<file path="src/rtl/apb_master_interface.sv">
// APB requester: turns valid/ready commands into APB SETUP/ACCESS transfers with a one-cycle response pulse.
// Optional ACCESS timeout is compiled in when APB_MASTER_TIMEOUT_EN is defined.
module apb_master_interface #(
   parameter int unsigned TIMEOUT_CYCLES = 16
) (
   input  logic        pclk,
   input  logic        presetn,
   input  logic        cmd_valid,
   output logic        cmd_ready,
   input  logic        cmd_write,
   input  logic [31:0] cmd_addr,
   input  logic [31:0] cmd_wdata,
   output logic        rsp_valid,
   output logic [31:0] rsp_rdata,
   output logic        rsp_timeout,
   output logic        psel,
   output logic        penable,
   output logic        pwrite,
   output logic [31:0] paddr,
   output logic [31:0] pwdata,
   input  logic [31:0] prdata,
   input  logic        pready
);

   typedef enum logic [1:0] {
      IDLE   = 2'd0,
      SETUP  = 2'd1,
      ACCESS = 2'd2
   } state_t;

   state_t state;

   if (TIMEOUT_CYCLES < 1 || TIMEOUT_CYCLES > 255) begin : g_bad_timeout
      $error("apb_master_interface: TIMEOUT_CYCLES must be in 1..255");
   end

   assign cmd_ready = (state == IDLE);

`ifdef APB_MASTER_TIMEOUT_EN
   localparam logic [8:0] TO_LIMIT = 9'(TIMEOUT_CYCLES);

   logic [7:0] tcnt;
   logic       tmo_r;
   logic       tcnt_limit;

   // True when this wait edge would bring the counter up to the limit.
   assign tcnt_limit  = (({1'b0, tcnt} + 9'd1) == TO_LIMIT);
   assign rsp_timeout = tmo_r;
`else
   assign rsp_timeout = 1'b0;
`endif

   always_ff @(posedge pclk or negedge presetn) begin
      if (!presetn) begin
         state     <= IDLE;
         psel      <= 1'b0;
         penable   <= 1'b0;
         pwrite    <= 1'b0;
         paddr     <= '0;
         pwdata    <= '0;
         rsp_valid <= 1'b0;
         rsp_rdata <= '0;
`ifdef APB_MASTER_TIMEOUT_EN
         tcnt      <= '0;
         tmo_r     <= 1'b0;
`endif
      end else begin
         rsp_valid <= 1'b0;
         case (state)
            IDLE: begin
               if (cmd_valid) begin
                  pwrite  <= cmd_write;
                  paddr   <= cmd_addr;
                  pwdata  <= cmd_wdata;
                  psel    <= 1'b1;
                  penable <= 1'b0;
                  state   <= SETUP;
               end
            end
            SETUP: begin
               penable <= 1'b1;
               state   <= ACCESS;
`ifdef APB_MASTER_TIMEOUT_EN
               tcnt    <= '0;
`endif
            end
            ACCESS: begin
               if (pready) begin
                  psel      <= 1'b0;
                  penable   <= 1'b0;
                  rsp_valid <= 1'b1;
                  rsp_rdata <= pwrite ? '0 : prdata;
`ifdef APB_MASTER_TIMEOUT_EN
                  tmo_r     <= 1'b0;
`endif
                  state     <= IDLE;
               end
`ifdef APB_MASTER_TIMEOUT_EN
               else if (tcnt_limit) begin
                  psel      <= 1'b0;
                  penable   <= 1'b0;
                  rsp_valid <= 1'b1;
                  rsp_rdata <= '0;
                  tmo_r     <= 1'b1;
                  state     <= IDLE;
               end else begin
                  tcnt <= tcnt + 8'd1;
               end
`endif
            end
            default: begin
               psel    <= 1'b0;
               penable <= 1'b0;
               state   <= IDLE;
            end
         endcase
      end
   end

endmodule

</file>
<file path="config.mk">
export PLATFORM = sky130hd
export DESIGN_NAME = apb_master_interface
export DESIGN_NICKNAME = d
export VERILOG_FILES = /design/src/rtl/apb_master_interface.sv
export SDC_FILE = /design/constraint.sdc
export NUM_CORES = 1
export LEC_CHECK = 0
export BUFFER_PORTS_ARGS = -buffer_cell sky130_fd_sc_hd__buf_2
export CAP_MARGIN = 40
export CORE_ASPECT_RATIO = 0.8
export CORE_UTILIZATION = 35
export DETAILED_ROUTE_END_ITERATION = 7
export RECOVER_POWER = 100
export SLEW_MARGIN = 20
export SYNTH_ARGS = -nofsm -noshare
export SYNTH_HDL_FRONTEND = slang
export SYNTH_SLANG_ARGS = --single-unit
</file>
<file path="constraint.sdc">
create_clock -name pclk -period 1.75 [get_ports pclk]
set_input_delay 0.175 -clock pclk [delete_from_list [all_inputs] [get_ports pclk]]
set_output_delay 0.175 -clock pclk [all_outputs]
set_load 0.005 [all_outputs]
</file>
==> key figures <==
Timing
  – Slew @ Worst Pin: 0.908 ns
  – Final setup viols: 0
  – Post-layout min period: between 1.5 and 2 ns
  – WHS: between 0.06 and 0.07 ns
  – Relative slew slack: 39.5%
  – Total negative slack: 0 ns
  – Fin crit share: slightly above 90%
  – Clock Skew: between 0.004 and 0.005 ns
  – Final hold vios: 0
  – Slew Viols, Final: 0
  – RSZ-0062 raised after global routing: false
  – F_max: 627 MHz

Die
  – Die width: 123 um
  – Num ports: 203
  – Core area: approximately 11,000 um^2
  – Die H: 98.9 um
  – Die area: 12,200 um^2
  – Initial Util: 36.8%
  – Rows: 34

Logic synthesis
  – Mapped Nets: 392
  – Number of flops mapped to enable cells by yosys: 0
  – Seq cells post-synth: 101
  – Library cells used by synthesis: 21
  – Mapped Area: 4100 um^2
  – Syn avg cell area: 14.1 um^2
  – Area leader, netlist: dfrtp_1
  – Top_reg_cell synth: dfrtp_1
  – Synth Instances: 291
  – Share of the synthesized area in the top cell type: between 60% and 70%
  – Count leader, synth: dfrtp_1
  – Top cells by count, synth: 101 x dfrtp_1, 39 x mux2_4, 32 x nand2_1, 32 x nand2b_1, 32 x o21ai_0
  – Largest cells by area after synthesis: dfrtp_1 62%, mux2_4 14%, mux2_2 7.1%
  – Post-synth ARST share: between 90% and 100%
  – Synth warn: 0
  – Post-synthesis sequential area ratio: 61.6%

Pwr
  – Power Dens Cells: approximately 1700 nW/um^2
  – Leakage: 2.59 nW
  – Max IR drop VDD: 0.552 mV

Critical path
  – RR Startpoint: state[0]
  – Crit path kind: reg2reg
  – Critical path required time: around 2.0 ns
  – CP peak stage delay: roughly 0.42 ns
  – Crit end category: flip-flop
  – Setup crit start kind: flip-flop
  – CP startpoint: state[0]
  – Slowest stage cell, crit path: dfrtp_1
  – Max FO, Critical Path: 11
  – Cells along the critical path: nor2_1 > and2_4 > clkbuf_2 > mux2_4
  – Worst EP arrival: 1.81 ns

Global route
  – Initial antenna violation count: 1
  – GRT Residual Overflow: 0
  – First-pass GRT wire length: 14,000 um
  – Largest net degree at the start of global routing: between 100 and 150
  – Total Routing Usage GR: approximately 15%
  – Vias in the first global route: 2,717

Drt
  – Initial DRC Count: 105
  – First-pass DRT Iterations: 4
  – Routed wire length: 8750 um
  – Routed len/inst: 13.7 um
  – Via/cell ratio: approximately 4.3
  – Routed Antenna Nets: 0
  – DRC: 0
  – Via count: 2,779

Clocking
  – Root Buffer: clkbuf_16
  – TritonCTS Buffers: 9
  – Clock buffer depth: 2
  – Clock-pin slew on the worst setup and hold paths: 0.06 ns
  – CTS tree: done
  – # H-tree levels: 3
  – # clock sinks: 101
  – # resized after CTS: 0
  – Post-CTS setup buffers: 0
  – Clk_lat worst skew: approximately 0.33 ns

Finish
  – Final nets: 595
  – Share of cells above drive strength 1: about two fifths
  – Area delta synth->final: 31.1%
  – # diodes: 0

Worst hold path
  – Hold Crit Class: in2reg
  – Worst Hold Launch: cmd_addr[13]

Status
  – Status: complete, no violations

Flow run
  – Number of max-cap violations: 0

Placement
  – Dpl hpwl: 6350 um
  – Port bufs: approximately 200
  – GPL Wtd Cong: 0.706
[per-layer routing]
metal | GRT usage [%] | vias to the layer above | routed length, um
li1 | - | 1378 | -
met1 | 20.2 | 1270 | 3960
met3 | 5.32 | 10 | 792
met5 | 0 | - | 0
met4 | 5.19 | 0 | 87
met2 | 22.0 | 121 | 3920
[flip-flops by register name (all words and copies together) (netlist names)]
name       flops
penable        1
paddr         32
rsp_rdata     32
psel           1
pwrite         1
pwdata        32
rsp_valid      1
state          1
[cells in the final DEF, fill, tap and decap left out]
cell type and n:
buf_2 142, dfrtp_1 101, clkbuf_1 57, nand2b_1 32, nand2_1 32, o21ai_0 32, mux2_1 29, mux2_2 26
mux2_4 10, clkbuf_16 9, buf_12 4, inv_1 3, clkinv_2 2, bufinv_16 2, clkbuf_4 2, clkbuf_2 2
nor2_1 1, nand3b_1 1, and2_4 1, a22oi_1 1, o2bb2ai_1 1, nor3_1 1, a21o_1 1, conb_1 1
clkinvlp_4 1, dlygate4sd3_1 1, buf_1 1, buf_6 1
[cell type report]
type	instances	area, um^2
clock buffer	9	225
clock inverter	5	77.6
fill	1058	5770
inverter	3	11.3
multi-input combinational	169	1300
sequential	101	2530
tap	144	180
timing repair buffer	210	1050
[critical path: cells and delay by family, from the launching register on]
| kind | cells | cell delay [ns] |
|---|---|---|
| mux | 1 | 0.33 |
| buf+inv | 1 | 0.28 |
| flops | 1 | 0.42 |
| simple gates | 2 | 0.45 |
[final timing paths]
kind | slack [ns] | cells after the start | end
setup / recovery | 0.15 | 4 | paddr[8]
hold / removal | 0.06 | 2 | paddr[13]
setup reg to reg | 0.15 | 4 | paddr[8]
hold reg to reg | 0.48 | 2 | rsp_rdata[29]
max in group asynchronous | 0.52 | 3 | paddr[27]
min in group asynchronous | 0.60 | 3 | paddr[15]
[report_power, final]
part,internal [W],leakage [nW],switching [W]
registers,0.00339,1.23,0.000530
logic,0.00167,1.21,0.00136
clock network,0.00123,0.147,0.000801
total,0.00629,2.59,0.00269
[stage by stage]
stage | worst slack [ns] | utilization, % | total power, W | instance area [um^2] | cells
6_report | 0.155 | 48.3 | 0.00899 | 5380 | 641
5_1_grt | 0.0578 | 48.3 | 0.00970 | 5380 | 641
4_1_cts | 0.0736 | 50.1 | 0.00969 | 5580 | 640
3_5_place_dp | 0.200 | 47.3 | 0.00758 | 5270 | 625
3_3_place_gp | 0.236 | 47.3 | 0.00747 | 5270 | 625
2_1_floorplan | 0.337 | - | 0.00601 | 4100 | 291
[what timing repair did]
action | CTS | global route
hold buffers | 1 | 0
endpoints found under the hold margin | 101 | 0
setup endpoints to repair | 0 | 0
[logic make-up after synthesis]
group,count (synthesis),share of synthesized area [%]
flip-flops,101,61.6
AND/OR/NAND/NOR,68,8.48
multiplexers,65,21.4
AO/OA/AOI/OAI,35,4.48
buffers and inverters,21,3.96
other,1,0.0914
(Power assumes the default switching activity.)
